`config.mk`:
```
export PLATFORM = sky130hd
export DESIGN_NAME = rng_pool
export DESIGN_NICKNAME = d
export VERILOG_FILES = /design/src/rtl/rng_pool.sv
export SDC_FILE = /design/constraint.sdc
export NUM_CORES = 1
export LEC_CHECK = 0
export CAP_MARGIN = 20
export CORE_MARGIN = 2
export CORE_UTILIZATION = 51
export DETAILED_ROUTE_END_ITERATION = 10
export PLACE_DENSITY_LB_ADDON = 0.1
export SETUP_SLACK_MARGIN = 0.05
export SLEW_MARGIN = 30
export SYNTH_ARGS = -nofsm -noshare
export SYNTH_HDL_FRONTEND = slang
export SYNTH_SLANG_ARGS = --single-unit
export TNS_END_PERCENT = 1
```
`constraint.sdc`:
```
create_clock -name clk -period 8.7 [get_ports clk]
set_input_delay 1.74 -clock clk [delete_from_list [all_inputs] [get_ports clk]]
set_output_delay 1.74 -clock clk [all_outputs]
set_load 0.005 [all_outputs]
```
`src/rtl/rng_pool.sv`:
```
// Entropy pool: XOR-folds raw RNG cells, von Neumann debiases, runs a
// repetition-count health test and buffers OUT_WIDTH-bit words in a FIFO.
module rng_pool #(
  parameter int CHANNELS   = 8,
  parameter int OUT_WIDTH  = 32,
  parameter int RCT_CUTOFF = 16,
  parameter int FIFO_DEPTH = 4
) (
  input  logic                            clk,
  input  logic                            rst,
  input  logic                            enable,
  input  logic [CHANNELS-1:0]             raw_bits,
  input  logic                            health_clr,
  output logic [OUT_WIDTH-1:0]            rnd_data,
  output logic                            rnd_valid,
  input  logic                            rnd_ready,
  output logic                            health_fail,
  output logic [$clog2(FIFO_DEPTH):0]     fifo_level
);

  localparam int PW = $clog2(FIFO_DEPTH);
  localparam int LW = PW + 1;
  localparam int CW = $clog2(RCT_CUTOFF + 1);
  localparam int BW = $clog2(OUT_WIDTH);

  typedef enum logic [1:0] {S_IDLE, S_COLLECT, S_FAIL} state_t;
  state_t state, state_nxt;

  logic [OUT_WIDTH-1:0] sreg;
  logic [BW-1:0]        bit_cnt;
  logic                 phase, a_bit, prev_f, pending;
  logic [CW-1:0]        rct_cnt, rct_nxt;

  logic [OUT_WIDTH-1:0] mem [FIFO_DEPTH];
  logic [PW-1:0]        wr_ptr, rd_ptr;
  logic [LW-1:0]        level;

  logic                 f, full, pop, can_push, sample, trip, take, emit, word_done, push;
  logic [OUT_WIDTH-1:0] word_nxt, push_data;

  always_comb begin
    f        = ^raw_bits;
    full     = (level == LW'(FIFO_DEPTH));
    pop      = (level != '0) && rnd_ready;
    can_push = !full || pop;
    // A completed word that found the FIFO full waits in sreg and blocks sampling.
    sample   = (state == S_COLLECT) && enable && !pending;

    if (rct_cnt == '0 || f != prev_f)       rct_nxt = CW'(1);
    else if (rct_cnt == CW'(RCT_CUTOFF))    rct_nxt = rct_cnt;
    else                                    rct_nxt = rct_cnt + CW'(1);

    trip      = sample && (rct_nxt == CW'(RCT_CUTOFF));
    take      = sample && !trip;
    emit      = take && phase && (a_bit != f);
    word_nxt  = {sreg[OUT_WIDTH-2:0], a_bit};
    word_done = emit && (bit_cnt == BW'(OUT_WIDTH - 1));
    push      = ((word_done || pending) && can_push) && (state != S_FAIL);
    push_data = pending ? sreg : word_nxt;
  end

  always_comb begin
    state_nxt = state;
    unique case (state)
      S_IDLE:    if (enable) state_nxt = S_COLLECT;
      S_COLLECT: if (trip) state_nxt = S_FAIL;
                 else if (!enable) state_nxt = S_IDLE;
      S_FAIL:    if (health_clr) state_nxt = S_IDLE;
      default:   state_nxt = S_IDLE;
    endcase
  end

  always_ff @(posedge clk or posedge rst) begin
    if (rst) state <= S_IDLE;
    else     state <= state_nxt;
  end

  always_ff @(posedge clk or posedge rst) begin
    if (rst) begin
      sreg    <= '0;
      bit_cnt <= '0;
      phase   <= 1'b0;
      a_bit   <= 1'b0;
      prev_f  <= 1'b0;
      rct_cnt <= '0;
      pending <= 1'b0;
    end else if (trip) begin
      sreg    <= '0;
      bit_cnt <= '0;
      phase   <= 1'b0;
      rct_cnt <= '0;
      pending <= 1'b0;
    end else begin
      if (take) begin
        prev_f  <= f;
        rct_cnt <= rct_nxt;
        phase   <= ~phase;
        if (!phase) a_bit <= f;
      end
      if (emit) begin
        if (word_done) begin
          bit_cnt <= '0;
          if (can_push) begin
            sreg <= '0;
          end else begin
            sreg    <= word_nxt;
            pending <= 1'b1;
          end
        end else begin
          sreg    <= word_nxt;
          bit_cnt <= bit_cnt + BW'(1);
        end
      end
      if (pending && can_push) begin
        pending <= 1'b0;
        sreg    <= '0;
      end
    end
  end

  always_ff @(posedge clk or posedge rst) begin
    if (rst) begin
      wr_ptr <= '0;
      rd_ptr <= '0;
      level  <= '0;
    end else if (trip) begin
      wr_ptr <= '0;
      rd_ptr <= '0;
      level  <= '0;
    end else begin
      if (push) wr_ptr <= wr_ptr + PW'(1);
      if (pop)  rd_ptr <= rd_ptr + PW'(1);
      case ({push, pop})
        2'b10:   level <= level + LW'(1);
        2'b01:   level <= level - LW'(1);
        default: level <= level;
      endcase
    end
  end

  always_ff @(posedge clk) begin
    if (push) mem[wr_ptr] <= push_data;
  end

  assign rnd_valid   = (level != '0);
  assign rnd_data    = rnd_valid ? mem[rd_ptr] : '0;
  assign health_fail = (state == S_FAIL);
  assign fifo_level  = level;

endmodule

```
==> flow_summary.toml, run 1 <==
[route]
drtIter0Drc = 337
via_per_inst = 5.39
vias = 4564
drc = 0
postRouteAntennaNets = 0
drt-total-wl_mm = 14.8
avgRoutedWirePerCell_um = 17.5
first_pass_iters = 5

[synth]
ys_top_cells_by_count = "128 x edfxtp_1, 79 x nand2_1, 55 x dfrtp_1"
avgSynthCellArea_um2 = 14.3
netlist.area_leader.share = 0.471
synth_ff_type = "edfxtp_1"
synth_cells = 571
synth.most_common_cell = "edfxtp_1"
synthTopCellsByArea = "edfxtp_1 47%, dfrtp_1 17%, mux4_2 8.8%"
yosysTopAreaCell = "edfxtp_1"
synth_nets = 593
synth_edf_count = 128
ys.warnings.count = 0
ys_ff_latch = 183
synth.yosys.seq_area_share = 0.640
synth.distinct_cells = 53
ys_async_sr_fraction = 0.301
synthesis.area_um2 = 8160

[setup_path]
critical_path_buf_inv_count = 2
r2r_slack_ns = 5.58
r2r_cells = 9
worstSetupStartpointType = "flip-flop"
cp-end-kind = "primary output"
path_class = "flip-flop to primary output"
cp_slowest_cell = "dfrtp_2"
cp_slowest_stage_delay_ns = 0.62
path_max_fanout = 22
r2r_end = "mem[0][22]$_DFFE_PP_"
path_delay_family = "buffers and inverters"
cp.required_ns = 6.96
r2r-start = "rct_cnt[0]$_DFFE_PP0P_"
cp_data_arrival_time_ns = 2.80
path_cells = "buf_4 > mux4_2 > and2_1 > clkdlybuf4s50_1"

[cts]
cts_hold_buf = 0
cts_resized = 0
numCtsBuffers = 17
clockBufferDepth = 2
cts-root-buf = "clkbuf_16"
clock_latency_ns = 0.43
cts_num_sinks = 183
cts_tree = "yes"
h-tree-depth = 4
clk_pin_slew_ns = 0.06
post_cts.repair.setup_buffers = 0

[sta]
fmax_ghz = 0.220
setup_ws_ns = 4.16
drv_slew = 0
timing.hold.ws_ns = 0.519
finalCritPeriodShare = 0.521
fin_setup_tns_ns = 0
hold_viol = 0
tightest_slew_ns = 0.946
slew_headroom = 0.368
layout_min_cycle_time_ns = 4.54
final-setup-viol-count = 0
clock_skew_ns = 0.0204
rsz0062_at_grt = "no"

[floorplanning]
io_pins = 50
placement_rows = 46
die_w_um = 130
start_util = 0.517
die_h_um = 130
core-area_um2 = 15800
fp.dieArea_um2 = 17000

[finish]
fillers = 1251
n_antenna_cell = 0
layout.cells.non_filler = 847
syn2layout_area_growth_pct = 16.0
drive_gt1_frac = 0.143
nets = 640

[power]
p_sw_frac = 0.261
leakage_nw = 3.18
p_int_mw = 1.84
peakVddDrop_mv = 0.166
combPwrFrac = 0.249
pwr-share-seq = 0.422
clkPwrFrac = 0.329
p_total_mw = 2.48
powerDensity_nw_per_um2 = 262
switchingPower_mw = 0.648

[place]
place_congestion = 0.780
io_buffers = 49
pre_cts_ws_ns = 3.81
dp.final_hpwl_mm = 9.14
dp.cells = 815

[global_routing]
grt_start_max_net_pins = 68
grt_overflow = 0
antenna_found_initial = 0
grt_pass1_wl_mm = 24.1
grt_pass1_vias = 4541
grt_util_all_layers = 0.190

[min_path]
hold_class = "flip-flop to flip-flop"
whs_endpoint = "bit_cnt[4]$_DFFE_PP0P_"
hold_depth = 1
hp-start = "bit_cnt[4]$_DFFE_PP0P_"

[run_status]
status = "completed"

[run]
maxCapViolCount = 0
-- metrics by stage --
step / area (um^2) / util
floorplan: 8160 / -
global placement: 8830 / 0.560
detailed placement: 8830 / 0.560
CTS: 9460 / 0.600
global route: 9460 / 0.600
finish: 9460 / 0.600
-- cells in the final DEF, fill, tap and decap left out, drive strengths merged, types with 5 or more instances in the layout --
master,instances
edfxtp,128
xnor2,9
o21ai,43
inv,42
dfrtp,55
clkbuf,24
o31ai,7
mux2i,35
a21oi,5
nor2,6
clkdlybuf4s50,49
ha,8
mux4,32
nand2,80
buf,8
nand3,6
and3,9
and2,33
-- power groups by stage --
stage               clock [mW]  combinational (mW)  sequential [mW]
global route             0.865               0.680             1.06
CTS                      0.828               0.632             1.05
global placement             0               0.614             1.06
finish                   0.817               0.618             1.05
floorplan                    0               0.412             1.04
detailed placement           0               0.630             1.07
-- metal layers --
metal / up-vias / GRT usage / part of all wire
li1: 2158 / - / -
met1: 2298 / 0.264 / 0.45
met2: 97 / 0.307 / 0.50
met3: 11 / 0.0366 / 0.041
met4: 0 / 0.0651 / 0.011
met5: - / 0 / 0
-- worst max path at each step --
stage                            to  cells past startpoint                  start  slack [ns]
2_1_floorplan   mem[0][0]$_DFFE_PP_                      6            raw_bits[2]        4.26
4_1_cts                rnd_data[29]                      4  rd_ptr[0]$_DFFE_PP0P_        4.08
5_1_grt                 rnd_data[1]                      4  rd_ptr[0]$_DFFE_PP0P_        3.99
3_5_place_dp   mem[0][14]$_DFFE_PP_                      8            raw_bits[3]        3.81
3_3_place_gp   mem[1][16]$_DFFE_PP_                      8            raw_bits[3]        3.97
6_report               rnd_data[29]                      4  rd_ptr[0]$_DFFE_PP0P_        4.16
-- area by class of cell --
type / instances / area (um^2) / share of cell area
clock inverters: 8 / 144 / 0.0152
clock buffers: 24 / 492 / 0.0520
inverters: 42 / 158 / 0.0167
repair buffers: 57 / 551 / 0.0582
multi-input cells: 317 / 2630 / 0.278
well taps: 216 / 270 / 0.0286
flip-flops and latches: 183 / 5220 / 0.552
-- kinds of logic after synthesis --
logic type,count (synthesis),share of synthesized area
multiplexers,69,0.135
buffers and inverters,71,0.0393
adder cells (fa/ha/maj),9,0.0147
AND/OR/NAND/NOR,155,0.0989
XOR/XNOR,14,0.0187
AO/OA/AOI/OAI,70,0.0538
flip-flops,183,0.640
-- sequential cells by signal, summed over array words and instances (netlist names) --
name        flops
mem           128
sreg           32
state           2
fifo_level      3
phase           1
bit_cnt         5
wr_ptr          2
rd_ptr          2
prev_f          1
pending         1
a_bit           1
rct_cnt         5
Note: power is estimated with default switching activity, not from simulation.
==> inputs of run 2 (changes only) <==
- clock period: 8.7 -> 4.7 ns (I/O delays scaled with it)
==> run 2 against run 1 <==
Compared with the run above: sequential power increased by 88%; critical path depth unchanged; global-route usage increased by 0.22 points; wire length increased by 2.3%; via count increased by 0.59%; clock skew decreased by 0.014 ns; flip-flop and latch count unchanged; cell count increased by 0.24%; die area unchanged; combinational power increased by 83%; setup slack got worse by 3.1 ns; first-iteration DRC count decreased by 18%; largest cell class unchanged; highest routed layer unchanged.
==> flow_summary.toml, run 2 (same netlist as run 1, synthesis figures left out) <==
[run_status]
status = "completed"

[sta]
clock_skew_ns = 0.00622
slew_headroom = 0.440
rsz0062_at_grt = "no"
final-setup-viol-count = 0
finalCritPeriodShare = 0.780
drv_slew = 0
tightest_slew_ns = 0.840
fmax_ghz = 0.273
layout_min_cycle_time_ns = 3.66
fin_setup_tns_ns = 0
hold_viol = 0

[power]
clkPwrFrac = 0.309
p_sw_frac = 0.270
peakVddDrop_mv = 0.361
leakage_nw = 3.15
switchingPower_mw = 1.21
p_total_mw = 4.49
p_int_mw = 3.28
pwr-share-seq = 0.440
powerDensity_nw_per_um2 = 476
combPwrFrac = 0.251

[cts]
clock_latency_ns = 0.43
numCtsBuffers = 17
cts_tree = "yes"
cts_num_sinks = 183
cts-root-buf = "clkbuf_16"
post_cts.repair.setup_buffers = 0
cts_resized = 0
clk_pin_slew_ns = 0.06
cts_hold_buf = 0
clockBufferDepth = 2
h-tree-depth = 4

[setup_path]
cp_data_arrival_time_ns = 2.72
cp.required_ns = 3.76
cp-end-kind = "primary output"
path_max_fanout = 17
path_class = "flip-flop to primary output"
worstSetupStartpointType = "flip-flop"

[route]
drt-total-wl_mm = 15.2
postRouteAntennaNets = 0
first_pass_iters = 4
vias = 4591
drc = 0
via_per_inst = 5.41
avgRoutedWirePerCell_um = 17.9
drtIter0Drc = 276

[global_routing]
grt_pass1_vias = 4618
grt_start_max_net_pins = 68
grt_overflow = 0
grt_util_all_layers = 0.192
grt_pass1_wl_mm = 24.3
antenna_found_initial = 0

[place]
dp.cells = 816
place_congestion = 0.794
io_buffers = 49
dp.final_hpwl_mm = 9.54

[finish]
most-common-layout-cells = "128 x edfxtp_1, 79 x nand2_1, 54 x dfrtp_1"
n_antenna_cell = 0
syn2layout_area_growth_pct = 15.7
final_common_cell = "edfxtp_1"
largest_reg_flops = 128
nets = 642
regArea_um2 = 5220
fillers = 1253
multi_input_area_um2 = 2630
top_regs = "mem x128, sreg x32"
regMostFlops = "mem"
layout.cells.non_filler = 849
drive_gt1_frac = 0.139

[min_path]
hold_class = "flip-flop to flip-flop"

[floorplanning]
start_util = 0.517
die_h_um = 130
io_pins = 50
placement_rows = 46
fp.dieArea_um2 = 17000
die_w_um = 130
core-area_um2 = 15800

[run]
maxCapViolCount = 0
-- run 2: changes by cell type in the layout (fill, tap and decap cells not counted) --
| cell | previous run | this run |
|---|---|---|
| clkinv_1 | 0 | 1 |
| buf_8 | 0 | 1 |
| clkinvlp_4 | 0 | 3 |
| clkbuf_8 | 4 | 2 |
| clkbuf_1 | 3 | 6 |
| clkinv_2 | 3 | 0 |
| inv_6 | 0 | 1 |
| bufinv_16 | 4 | 2 |
| buf_12 | 0 | 1 |
| clkinv_4 | 1 | 0 |
-- run 2: final timing paths --
kind	start	slack [ns]	cells past startpoint	endpoint
max in group asynchronous	rst	2.94	3	sreg[19]$_DFFE_PP0P_
max	rd_ptr[1]$_DFFE_PP0P_	1.04	4	rnd_data[5]
min reg2reg	sreg[31]$_DFFE_PP0P_	0.53	2	sreg[31]$_DFFE_PP0P_
min in group asynchronous	rst	0.95	2	sreg[2]$_DFFE_PP0P_
max reg2reg	rct_cnt[0]$_DFFE_PP0P_	1.63	9	mem[3][28]$_DFFE_PP_
min	sreg[31]$_DFFE_PP0P_	0.53	2	sreg[31]$_DFFE_PP0P_
-- run 2: through the flow --
stage / util / setup slack [ns] / hold WS, ns / cell area, um^2
finish: 0.598 / 1.04 / 0.528 / 9430
global placement: 0.561 / 0.774 / 0.503 / 8850
CTS: 0.597 / 0.989 / 0.528 / 9420
detailed placement: 0.561 / 0.637 / 0.517 / 8850
floorplan: - / 1.06 / 0.480 / 8160
global route: 0.598 / 0.851 / 0.550 / 9430
-- run 2: area by class of cell --
type	instances	share of cell area
Sequential cell	183	0.553
Multi-Input combinational cell	317	0.279
Timing Repair Buffer	59	0.0621
Clock buffer	25	0.0504
Tap cell	216	0.0286
Inverter	42	0.0167
Clock inverter	7	0.0101
-- run 2: power by group through the flow --
| stage | Clock [mW] | Sequential [mW] | Combinational (mW) |
|---|---|---|---|
| after floorplan | 0 | 1.92 | 0.763 |
| after global placement | 0 | 2.00 | 1.12 |
| after detailed placement | 0 | 2.01 | 1.14 |
| after CTS | 1.41 | 1.97 | 1.15 |
| after global routing | 1.47 | 1.99 | 1.24 |
| final | 1.39 | 1.97 | 1.13 |
-- run 2: routing by layer --
layer / global-route usage / share of wire / vias up
met5: 0 / 0 / -
met4: 0.0726 / 0.011 / 0
met3: 0.0419 / 0.036 / 14
met2: 0.313 / 0.50 / 86
met1: 0.258 / 0.46 / 2326
li1: - / - / 2165
-- run 2: critical path, cell delays in order (launching register included) --
cell and delay [ns]:
dfrtp_1 0.89, buf_4 0.41, mux4_2 0.37, and2_1 0.17
clkdlybuf4s50_1 0.45
==> inputs of run 3 (changes only) <==
- clock period: 4.7 -> 3.4 ns (I/O delays scaled with it)
==> run 3 against run 2 <==
Compared with the run above: clock-buffer cell count decreased by 6; power increased by 43%; via count increased by 1.6%; combinational power increased by 43%; die area unchanged; cell count increased by 2.0%; wire length decreased by 0.73%; largest cell class unchanged; largest power group unchanged.
==> flow_summary.toml, run 3 (same netlist as run 1, synthesis figures left out) <==
[route]
first_pass_iters = 4
vias = 4664
avgRoutedWirePerCell_um = 17.4
drt-total-wl_mm = 15.1
drtIter0Drc = 275
postRouteAntennaNets = 0
drc = 0
via_per_inst = 5.39

[cts]
cts_num_sinks = 183
cts-root-buf = "clkbuf_16"
numCtsBuffers = 17
clk_pin_slew_ns = 0.07
cts_hold_buf = 0
cts_tree = "yes"
clock_latency_ns = 0.43
clockBufferDepth = 2
cts_resized = 0
post_cts.repair.setup_buffers = 0
h-tree-depth = 4

[finish]
nets = 659
n_antenna_cell = 0
syn2layout_area_growth_pct = 18.8
layout.cells.non_filler = 866
drive_gt1_frac = 0.168
regMostFlops = "mem"
top_regs = "mem x128, sreg x32"
most-common-layout-cells = "128 x edfxtp_1, 79 x nand2_1, 54 x dfrtp_1"
final_common_cell = "edfxtp_1"
largest_reg_flops = 128

[global_routing]
grt_util_all_layers = 0.196
grt_overflow = 0
grt_start_max_net_pins = 68
grt_pass1_vias = 4815
antenna_found_initial = 0
grt_pass1_wl_mm = 24.8

[run]
maxCapViolCount = 0

[setup_path]
worstSetupStartpointType = "flip-flop"
path_cells = "buf_12 > mux4_2 > and2_1 > clkdlybuf4s50_1"
cp_data_arrival_time_ns = 2.51
path_max_fanout = 24
cp_slowest_cell = "dfrtp_2"
cp_slowest_stage_delay_ns = 0.61
path_class = "flip-flop to primary output"
r2r_cells = 9
cp.required_ns = 2.72
cp-end-kind = "primary output"

[sta]
timing.hold.ws_ns = 0.524
finalCritPeriodShare = 0.937
slew_headroom = 0.605
hold_viol = 0
setup_ws_ns = 0.214
tightest_slew_ns = 0.587
drv_slew = 0
final-setup-viol-count = 0
fmax_ghz = 0.314
layout_min_cycle_time_ns = 3.19
rsz0062_at_grt = "no"
clock_skew_ns = 0.00816

[floorplanning]
die_w_um = 130
die_h_um = 130
fp.dieArea_um2 = 17000
placement_rows = 46
core-area_um2 = 15800
start_util = 0.517
io_pins = 50

[min_path]
hold_class = "flip-flop to flip-flop"
hold_depth = 1

[place]
io_buffers = 49
dp.final_hpwl_mm = 9.75
dp.cells = 834
pre_cts_ws_ns = -0.0282
place_congestion = 0.795

[power]
p_total_mw = 6.44
leakage_nw = 3.29
peakVddDrop_mv = 0.430
powerDensity_nw_per_um2 = 664

[run_status]
status = "completed"
run 3: report_power, final:
group	total, mW	leakage [nW]	internal (mW)	switching (mW)
sequential	2.70	1.35	2.52	0.180
clock	2.11	0.309	1.30	0.812
combinational	1.62	1.63	0.921	0.697
total	6.44	3.29	4.75	1.69
run 3: final timing paths:
path / end / start / slack, ns
setup / recovery: rnd_data[0] / rd_ptr[0]$_DFFE_PP0P_ / 0.21
hold / removal: bit_cnt[4]$_DFFE_PP0P_ / bit_cnt[4]$_DFFE_PP0P_ / 0.52
setup reg to reg: fifo_level[2]$_DFFE_PP0P_ / rct_cnt[0]$_DFFE_PP0P_ / 0.64
hold reg to reg: bit_cnt[4]$_DFFE_PP0P_ / bit_cnt[4]$_DFFE_PP0P_ / 0.52
max in group asynchronous: rd_ptr[0]$_DFFE_PP0P_ / rst / 2.18
min in group asynchronous: bit_cnt[0]$_DFFE_PP0P_ / rst / 0.54
run 3: area by class of cell:
class                   instances  area, um^2
clock inverters                13         203
fillers                      1216        6080
clock buffers                  19         433
well taps                     216         270
flip-flops and latches        183        5220
multi-input cells             317        2620
repair buffers                 76         781
inverters                      42         158
run 3: metal layers:
metal / up-vias / global-route usage / part of all wire
li1: 2190 / - / -
met1: 2375 / 0.269 / 0.47
met2: 82 / 0.316 / 0.49
met3: 17 / 0.0399 / 0.033
met4: 0 / 0.0688 / 0.014
met5: - / 0 / 0
run 3: metrics by stage:
step	TNS, ns	cell area [um^2]	utilization
after floorplan	0	8160	-
after global placement	-0.963	9050	0.574
after detailed placement	-1.68	9050	0.574
after CTS	0	9690	0.614
after global routing	0	9690	0.614
final	0	9690	0.614
run 3: critical path: cells and delay by family (launching register included):
family / cells / cell delay, ns
buf+inv: 2 / 0.73
simple gates: 1 / 0.19
mux: 1 / 0.53
flops: 1 / 0.61
